## src/rtl/weight_drm_loader.sv

```systemverilog
// Packs PACK_NUM consecutive IN_WIDTH-bit weight beats into one word per DRM write.
// Optional WEIGHT_LOADER_LANE_REVERSE_EN places the first beat of a word in the top lane.
module weight_drm_loader #(
  parameter int IN_WIDTH       = 36,
  parameter int PACK_NUM       = 9,
  parameter int DATA_OUT_WIDTH = 324,
  parameter int WR_ADDR_DEPTH  = 10
) (
  input  logic                      clk,
  input  logic                      rstn,
  input  logic                      start,
  input  logic [WR_ADDR_DEPTH-1:0]  base_addr,
  input  logic [WR_ADDR_DEPTH:0]    load_len,
  input  logic [IN_WIDTH-1:0]       s_data,
  input  logic                      s_valid,
  output logic                      s_ready,
  output logic [DATA_OUT_WIDTH-1:0] WeightDRM_data_wr,
  output logic                      WeightDRM_valid_wr,
  output logic [WR_ADDR_DEPTH-1:0]  WeightDRM_addr_wr,
  output logic                      busy,
  output logic                      done
);

  localparam int LANE_W = $clog2(PACK_NUM);
  localparam logic [LANE_W-1:0] LAST_LANE = LANE_W'(PACK_NUM - 1);

  typedef enum logic [1:0] {IDLE, LOAD, DONE} state_t;

  state_t                    state;
  logic [LANE_W-1:0]         lane_cnt;
  logic [LANE_W-1:0]         lane_pos;
  logic [WR_ADDR_DEPTH:0]    word_cnt;
  logic [WR_ADDR_DEPTH:0]    len_q;
  logic [WR_ADDR_DEPTH-1:0]  base_q;
  logic [DATA_OUT_WIDTH-1:0] pack_p0;
  logic [DATA_OUT_WIDTH-1:0] word_nxt;
  logic                      accept;
  logic                      last_beat;

  assign accept    = s_valid & s_ready;
  assign last_beat = (lane_cnt == LAST_LANE);

`ifdef WEIGHT_LOADER_LANE_REVERSE_EN
  assign lane_pos = LAST_LANE - lane_cnt;
`else
  assign lane_pos = lane_cnt;
`endif

  // p0: lane packing register, overwritten lane by lane so it needs no clear
  always_ff @(posedge clk) begin
    if (accept)
      pack_p0[lane_pos*IN_WIDTH +: IN_WIDTH] <= s_data;
  end

  // Completed word = stored lanes plus the beat arriving this cycle
  always_comb begin
    word_nxt = pack_p0;
    word_nxt[lane_pos*IN_WIDTH +: IN_WIDTH] = s_data;
  end

  // p1: control FSM and DRM write register
  always_ff @(posedge clk or negedge rstn) begin
    if (!rstn) begin
      state              <= IDLE;
      s_ready            <= 1'b0;
      busy               <= 1'b0;
      done               <= 1'b0;
      lane_cnt           <= '0;
      word_cnt           <= '0;
      len_q              <= '0;
      base_q             <= '0;
      WeightDRM_valid_wr <= 1'b0;
      WeightDRM_addr_wr  <= '0;
      WeightDRM_data_wr  <= '0;
    end else begin
      WeightDRM_valid_wr <= 1'b0;
      done               <= 1'b0;
      case (state)
        IDLE: begin
          if (start) begin
            busy <= 1'b1;
            if (load_len != '0) begin
              base_q   <= base_addr;
              len_q    <= load_len;
              lane_cnt <= '0;
              word_cnt <= '0;
              s_ready  <= 1'b1;
              state    <= LOAD;
            end else begin
              done  <= 1'b1;
              state <= DONE;
            end
          end
        end
        LOAD: begin
          if (accept) begin
            if (last_beat) begin
              lane_cnt           <= '0;
              word_cnt           <= word_cnt + 1'b1;
              WeightDRM_data_wr  <= word_nxt;
              WeightDRM_valid_wr <= 1'b1;
              WeightDRM_addr_wr  <= base_q + word_cnt[WR_ADDR_DEPTH-1:0];
              if (word_cnt + 1'b1 == len_q) begin
                s_ready <= 1'b0;
                done    <= 1'b1;
                state   <= DONE;
              end
            end else begin
              lane_cnt <= lane_cnt + 1'b1;
            end
          end
        end
        DONE: begin
          busy  <= 1'b0;
          state <= IDLE;
        end
        default: begin
          s_ready <= 1'b0;
          busy    <= 1'b0;
          state   <= IDLE;
        end
      endcase
    end
  end

endmodule
```

## config.mk

```make
export PLATFORM = sky130hd
export DESIGN_NAME = weight_drm_loader
export DESIGN_NICKNAME = d
export VERILOG_FILES = /design/src/rtl/weight_drm_loader.sv
export SDC_FILE = /design/constraint.sdc
export NUM_CORES = 1
export LEC_CHECK = 0
export CAP_MARGIN = 30
export CORE_MARGIN = 2
export CORE_UTILIZATION = 60
export DETAILED_ROUTE_END_ITERATION = 10
export HOLD_SLACK_MARGIN = 0.1
export PLACE_DENSITY = 0.85
export SETUP_SLACK_MARGIN = 0.02
export SLEW_MARGIN = 20
export SYNTH_ARGS = -nofsm -noshare
export SYNTH_HDL_FRONTEND = slang
export SYNTH_SLANG_ARGS = --single-unit
export TNS_END_PERCENT = 100
```

## constraint.sdc

```tcl
create_clock -name clk -period 14.2 [get_ports clk]
set_input_delay 2.84 -clock clk [delete_from_list [all_inputs] [get_ports clk]]
set_output_delay 2.84 -clock clk [all_outputs]
set_load 0.005 [all_outputs]
```

# == Word-level counts from Yosys, hierarchy flattened ==
# Cells that the tools add are included.
# totals
input_bits,61
wordCells,75
out_inout_bits,338
regBits,700
# op_classes
bitwise,3
n_reduce_logical,10
addsub,4
n_eq_ne,9
n_mul,1
n_mux,34
n_shift,2
# ops
op,n
324-bit bitwise mux,1
"36-bit by 34-bit variable shift with 324-bit output, first input constant",1
36-bit by 34-bit indexed part select with 324-bit output,1
11-bit 2-to-1 mux,4
10-bit negation with 34-bit output,1
11-bit case mux with 2 select lines,1
4-bit 2-to-1 mux,4
1-bit 2-to-1 mux,14
"11-bit by 1-bit adder with 11-bit output, second input constant",1
11-bit == test,1
11-bit nonzero test,1
10-bit adder,1
2-bit 2-to-1 mux,5
"2-bit inequality test, second input constant",5
"4-bit by 4-bit multiplier with 8-bit output, second input constant",1
4-bit case mux with 2 select lines,1
4-bit AND reduction,2
3-bit AND reduction,2
6-bit AND reduction,1
5-bit AND reduction,1
"4-bit by 1-bit adder with 4-bit output, second input constant",1
"4-bit == test, second input constant",1
1-bit case mux with 2 select lines,2
2-bit case mux with 2 select lines,1
other kinds (8),9

# == Depth between registers and ports, before layout ==
# depth
word_depth,6
mapped_depth,15
ltp_nobuf,13

# == Worst setup path after synthesis ==
# Ideal clock, no wire load.
# synth_path
path_kind,input-to-reg
start,input port s_valid
end,"register pack_p0[0], enable pin"
setup_slack_ns,3.382
arrival_ns,10.092
setup_time_ns,0.726
path_buffers,0
required_ns,13.474
stages,1
cell_sequence,and2_1
# synth_between
elab_chain_len,1
# synth_lines
element,line_no,rtl
from (decl),15,"input logic s_valid,"
1-bit AND,40,assign accept = s_valid & s_ready;
"to (signal, indexed assignment)",52,pack_p0[lane_pos*IN_WIDTH +: IN_WIDTH] <= s_data;
to (decl),35,logic [DATA_OUT_WIDTH-1:0] pack_p0;
# No other way between the ends.
# A chain may end at the register's enable or synchronous reset.

# == Worst setup path after layout ==
# layout_path
start,register lane_cnt[0]
end,register WeightDRM_data_wr[158]
# layout_between
elab_chain_len,4
word_cells_on_any_way,7
cone_classes,add/sub: 1; mul: 1; eq/ne: 1; shift: 2; mux: 1; reduce/logical: 1
# layout_lines
element,line_no,rtl
from (decl),30,logic [LANE_W-1:0] lane_cnt;
from (signal assigned),109,lane_cnt <= lane_cnt + 1'b1;
4-bit by 4-bit multiplier with 8-bit output *,58,word_nxt[lane_pos*IN_WIDTH +: IN_WIDTH] = s_data;
10-bit negation with 34-bit output *,58,
36-bit by 34-bit indexed part select with 324-bit output / 36-bit by 34-bit variable shift with 324-bit output (equally long branches),58,
324-bit bitwise mux *,58,
via word_nxt[158],36,logic [DATA_OUT_WIDTH-1:0] word_nxt;
to (signal assigned),100,WeightDRM_data_wr <= word_nxt;
to (decl),17,"output logic [DATA_OUT_WIDTH-1:0] WeightDRM_data_wr,"
# Mark *: on every way through the listed nets, which the timed path passes. The rest lies on a longest branch.

==> results.json <==
{
  "drive_above_1_share_pct": 27.25,
  "ys_types": 85,
  "hpwl_mm": 71.25,
  "hp-class": "flip-flop to flip-flop",
  "cp_max_fo": 40,
  "place.gp.congestion": 1.015,
  "yosysSeqAreaShare_pct": 58.42,
  "dp_cells": 3510,
  "relSlewSlack_pct": 28.92,
  "clock_path_buffers": 3,
  "rsz0062_at_grt": "no",
  "synthXorXnorAreaFrac_pct": 0.9358,
  "synth_compound_area_share_pct": 8.376,
  "cts_buffers": 70,
  "min_from": "WeightDRM_addr_wr[5]$_DFFE_PN0P_",
  "cts_root_buffer": "clkbuf_16",
  "ys_dominant_reg_cell": "dfrtp_1",
  "clock_latency_ns": 0.62,
  "yosysWarnings": 0,
  "synth_seq_cells": 700,
  "drt_wl_total_mm": 101.0,
  "period_minus_slack_ns": 7.028,
  "final_cells": 3659,
  "ios": 399,
  "dieHeight_um": 237.7,
  "muxShareOfSynthArea_pct": 21.72,
  "hold_viol_final": 0,
  "setup.worst_path.class": "flip-flop to flip-flop",
  "synthAdderAreaFrac_pct": 0.6722,
  "hold_end": "WeightDRM_addr_wr[5]$_DFFE_PN0P_",
  "synthArstFlopShare_pct": 53.71,
  "numClockSinks": 700,
  "initial_core_util_pct": 60.75,
  "setup_slack_ns": 7.172,
  "syn_nets": 2584,
  "grt_pass1_wl_mm": 149.8,
  "coreArea_um2": 53920,
  "synthSimpleGateAreaFrac_pct": 8.052,
  "arrival_ns": 7.52,
  "status": "finished clean",
  "grt_pass1_vias": 24070,
  "postCtsSetupBuffers": 0,
  "layout_commonest_cell": "mux2_2",
  "tightest_slew_ns": 1.037,
  "grt_overflow": 0,
  "synth_top_family_by_area": "multiplexers",
  "num_rows": 85,
  "r2r-end": "WeightDRM_data_wr[158]$_DFFE_PN0P_",
  "drt-initial-drc-count": 2400,
  "worstHoldPathCells": 2,
  "fin_crit_sh_pct": 49.49,
  "wl_per_cell_um": 27.61,
  "start_kind": "flip-flop",
  "cts_tree": "built",
  "endpoint_kind": "flip-flop",
  "synth.avg_cell_area_um2": 13.07,
  "dieArea_um2": 56480,
  "fillers": 3369,
  "ant_nets": 0,
  "rr_startpoint": "lane_cnt[0]$_DFFE_PN0P_",
  "tns_ns": 0,
  "final_cell_mix": "mux2_2 (566), clkdlybuf4s50_1 (397), dfrtp_1 (375), edfxtp_1 (324), nand2_1 (209)",
  "drc": 0,
  "drv_cap": 0,
  "fmax_ghz": 0.1423,
  "synthToLayoutAreaGrowth_pct": 22.27,
  "grt_max_degree": 135,
  "cts_resized": 0,
  "layout.nets": 2975,
  "r2r_slack_ns": 7.17,
  "vias_per_cell": 6.595,
  "required_ns": 14.69,
  "synth_enable_flop_cells": 324,
  "dr.pass1.iters": 6,
  "antenna_found_initial": 12,
  "slew_violations": 0,
  "cts_hold_buffers": 0,
  "hold-worst-slack_ns": 0.4797,
  "grt_util_all_layers_pct": 35.39,
  "fin_skew_ns": 0.01757,
  "io_buffer_count": 398,
  "htreeDepth": 3,
  "postSynthCellCount": 2506,
  "die_w_um": 237.7,
  "clk_pin_slew_ns": 0.06,
  "dp_slack_ns": 6.330,
  "setup-violations-final": 0,
  "vias": 24130,
  "netlist_area_um2": 32760,
  "ff2ff_path_depth": 11
}
## critical path, cell delays in order (launching register included)
cell and delay [ns]:
dfrtp_2 0.95, buf_4 0.60, ha_1 0.62, or4_1 0.70, nor4_1 0.32, ha_1 0.51
and4_1 0.41, o211a_1 0.83, nand3_1 0.56, o21ai_1 0.69, mux2_2 0.42, mux2_2 0.27
## logic make-up (layout without fill, tap and decap cells)
group / Yosys count / in the layout
DFF: 700 / 700
and+or+nand+nor: 552 / 552
xor gates and xnor gates: 35 / 35
AOI/OAI and AO/OA: 437 / 437
other: 0 / 9
muxes: 618 / 618
adders and majority gates: 17 / 17
buffers and inverters: 147 / 595
## flip-flops by register name, indices dropped and copies added, names as in the netlist
register and count:
busy 1, WeightDRM_valid_wr 1, pack_p0 324, WeightDRM_addr_wr 10, lane_cnt 4, done 1
WeightDRM_data_wr 324, base_q 10, s_ready 1, word_cnt 11, state 2, len_q 11
## per-layer routing
layer | track usage, % | part of all wire (%) | up-vias
met3 | 7.607 | 9.1 | 280
li1 | - | - | 10240
met5 | 0 | 0.049 | -
met4 | 15.99 | 4.7 | 8
met1 | 46.68 | 39 | 12160
met2 | 56.77 | 48 | 1449
## synth_stat cells (all sizes together) (5+ instances only)
| cell | instances | area, um2 |
|---|---|---|
| a21oi | 96 | 484.2 |
| o2bb2ai | 5 | 43.79 |
| o211a | 5 | 50.05 |
| a22oi | 5 | 57.56 |
| a2bb2oi | 5 | 43.79 |
| o21a | 7 | 52.55 |
| dfrtp | 376 | 9409 |
| a21o | 7 | 52.55 |
| nor2 | 141 | 536.8 |
| nor4 | 14 | 175.2 |
| mux2i | 32 | 320.3 |
| xor2 | 10 | 87.58 |
| mux2 | 570 | 6434 |
| o22ai | 106 | 675.6 |
| buf | 38 | 187.7 |
| nand2 | 210 | 790.8 |
| mux4 | 16 | 360.4 |
| nor3 | 33 | 191.4 |
| nand3 | 47 | 235.2 |
| nor2b | 14 | 87.58 |
| o211ai | 7 | 57.55 |
| ha | 16 | 200.2 |
| o31ai | 10 | 80.07 |
| and2 | 13 | 81.33 |
| xnor2 | 25 | 219.0 |
| a211oi | 6 | 55.05 |
| nand2b | 7 | 43.79 |
| clkbuf | 92 | 345.3 |
| a31oi | 28 | 181.4 |
| nand4 | 25 | 156.4 |
| edfxtp | 324 | 9729 |
| or3 | 9 | 56.30 |
| inv | 15 | 56.30 |
| o21ai | 112 | 564.3 |
| or2 | 12 | 75.08 |
| o221ai | 8 | 70.07 |
| and3 | 14 | 87.58 |
## area by class of cell
type,count,area [um2],share of cell area [%]
Sequential cell,700,19140,47.79
Clock inverter,34,381.6,0.9528
Inverter,17,71.32,0.1781
Tap cell,696,870.8,2.174
Antenna cell,9,22.52,0.05623
Clock buffer,95,2009,5.017
Multi-Input combinational cell,1659,13080,32.65
Timing Repair Buffer,449,4479,11.18
## how the worst max path moves through the flow
stage                                 start                                 end
finish              lane_cnt[0]$_DFFE_PN0P_  WeightDRM_data_wr[158]$_DFFE_PN0P_
global route        lane_cnt[0]$_DFFE_PN0P_  WeightDRM_data_wr[158]$_DFFE_PN0P_
CTS                                   start   WeightDRM_data_wr[63]$_DFFE_PN0P_
detailed placement                    start   WeightDRM_data_wr[73]$_DFFE_PN0P_
global placement                      start  WeightDRM_data_wr[138]$_DFFE_PN0P_
floorplan                           s_valid                pack_p0[0]$_DFFE_PP_
## metrics by stage
stage	util, %	instance area [um2]
final	74.28	40050
after global routing	74.27	40050
after CTS	73.87	39830
after detailed placement	69.44	37440
after global placement	69.39	37410
after floorplan	-	32760
Power is left out: the tool's default activity adds up to more than one toggle a clock period on the data nets, which glitch-free logic cannot reach.
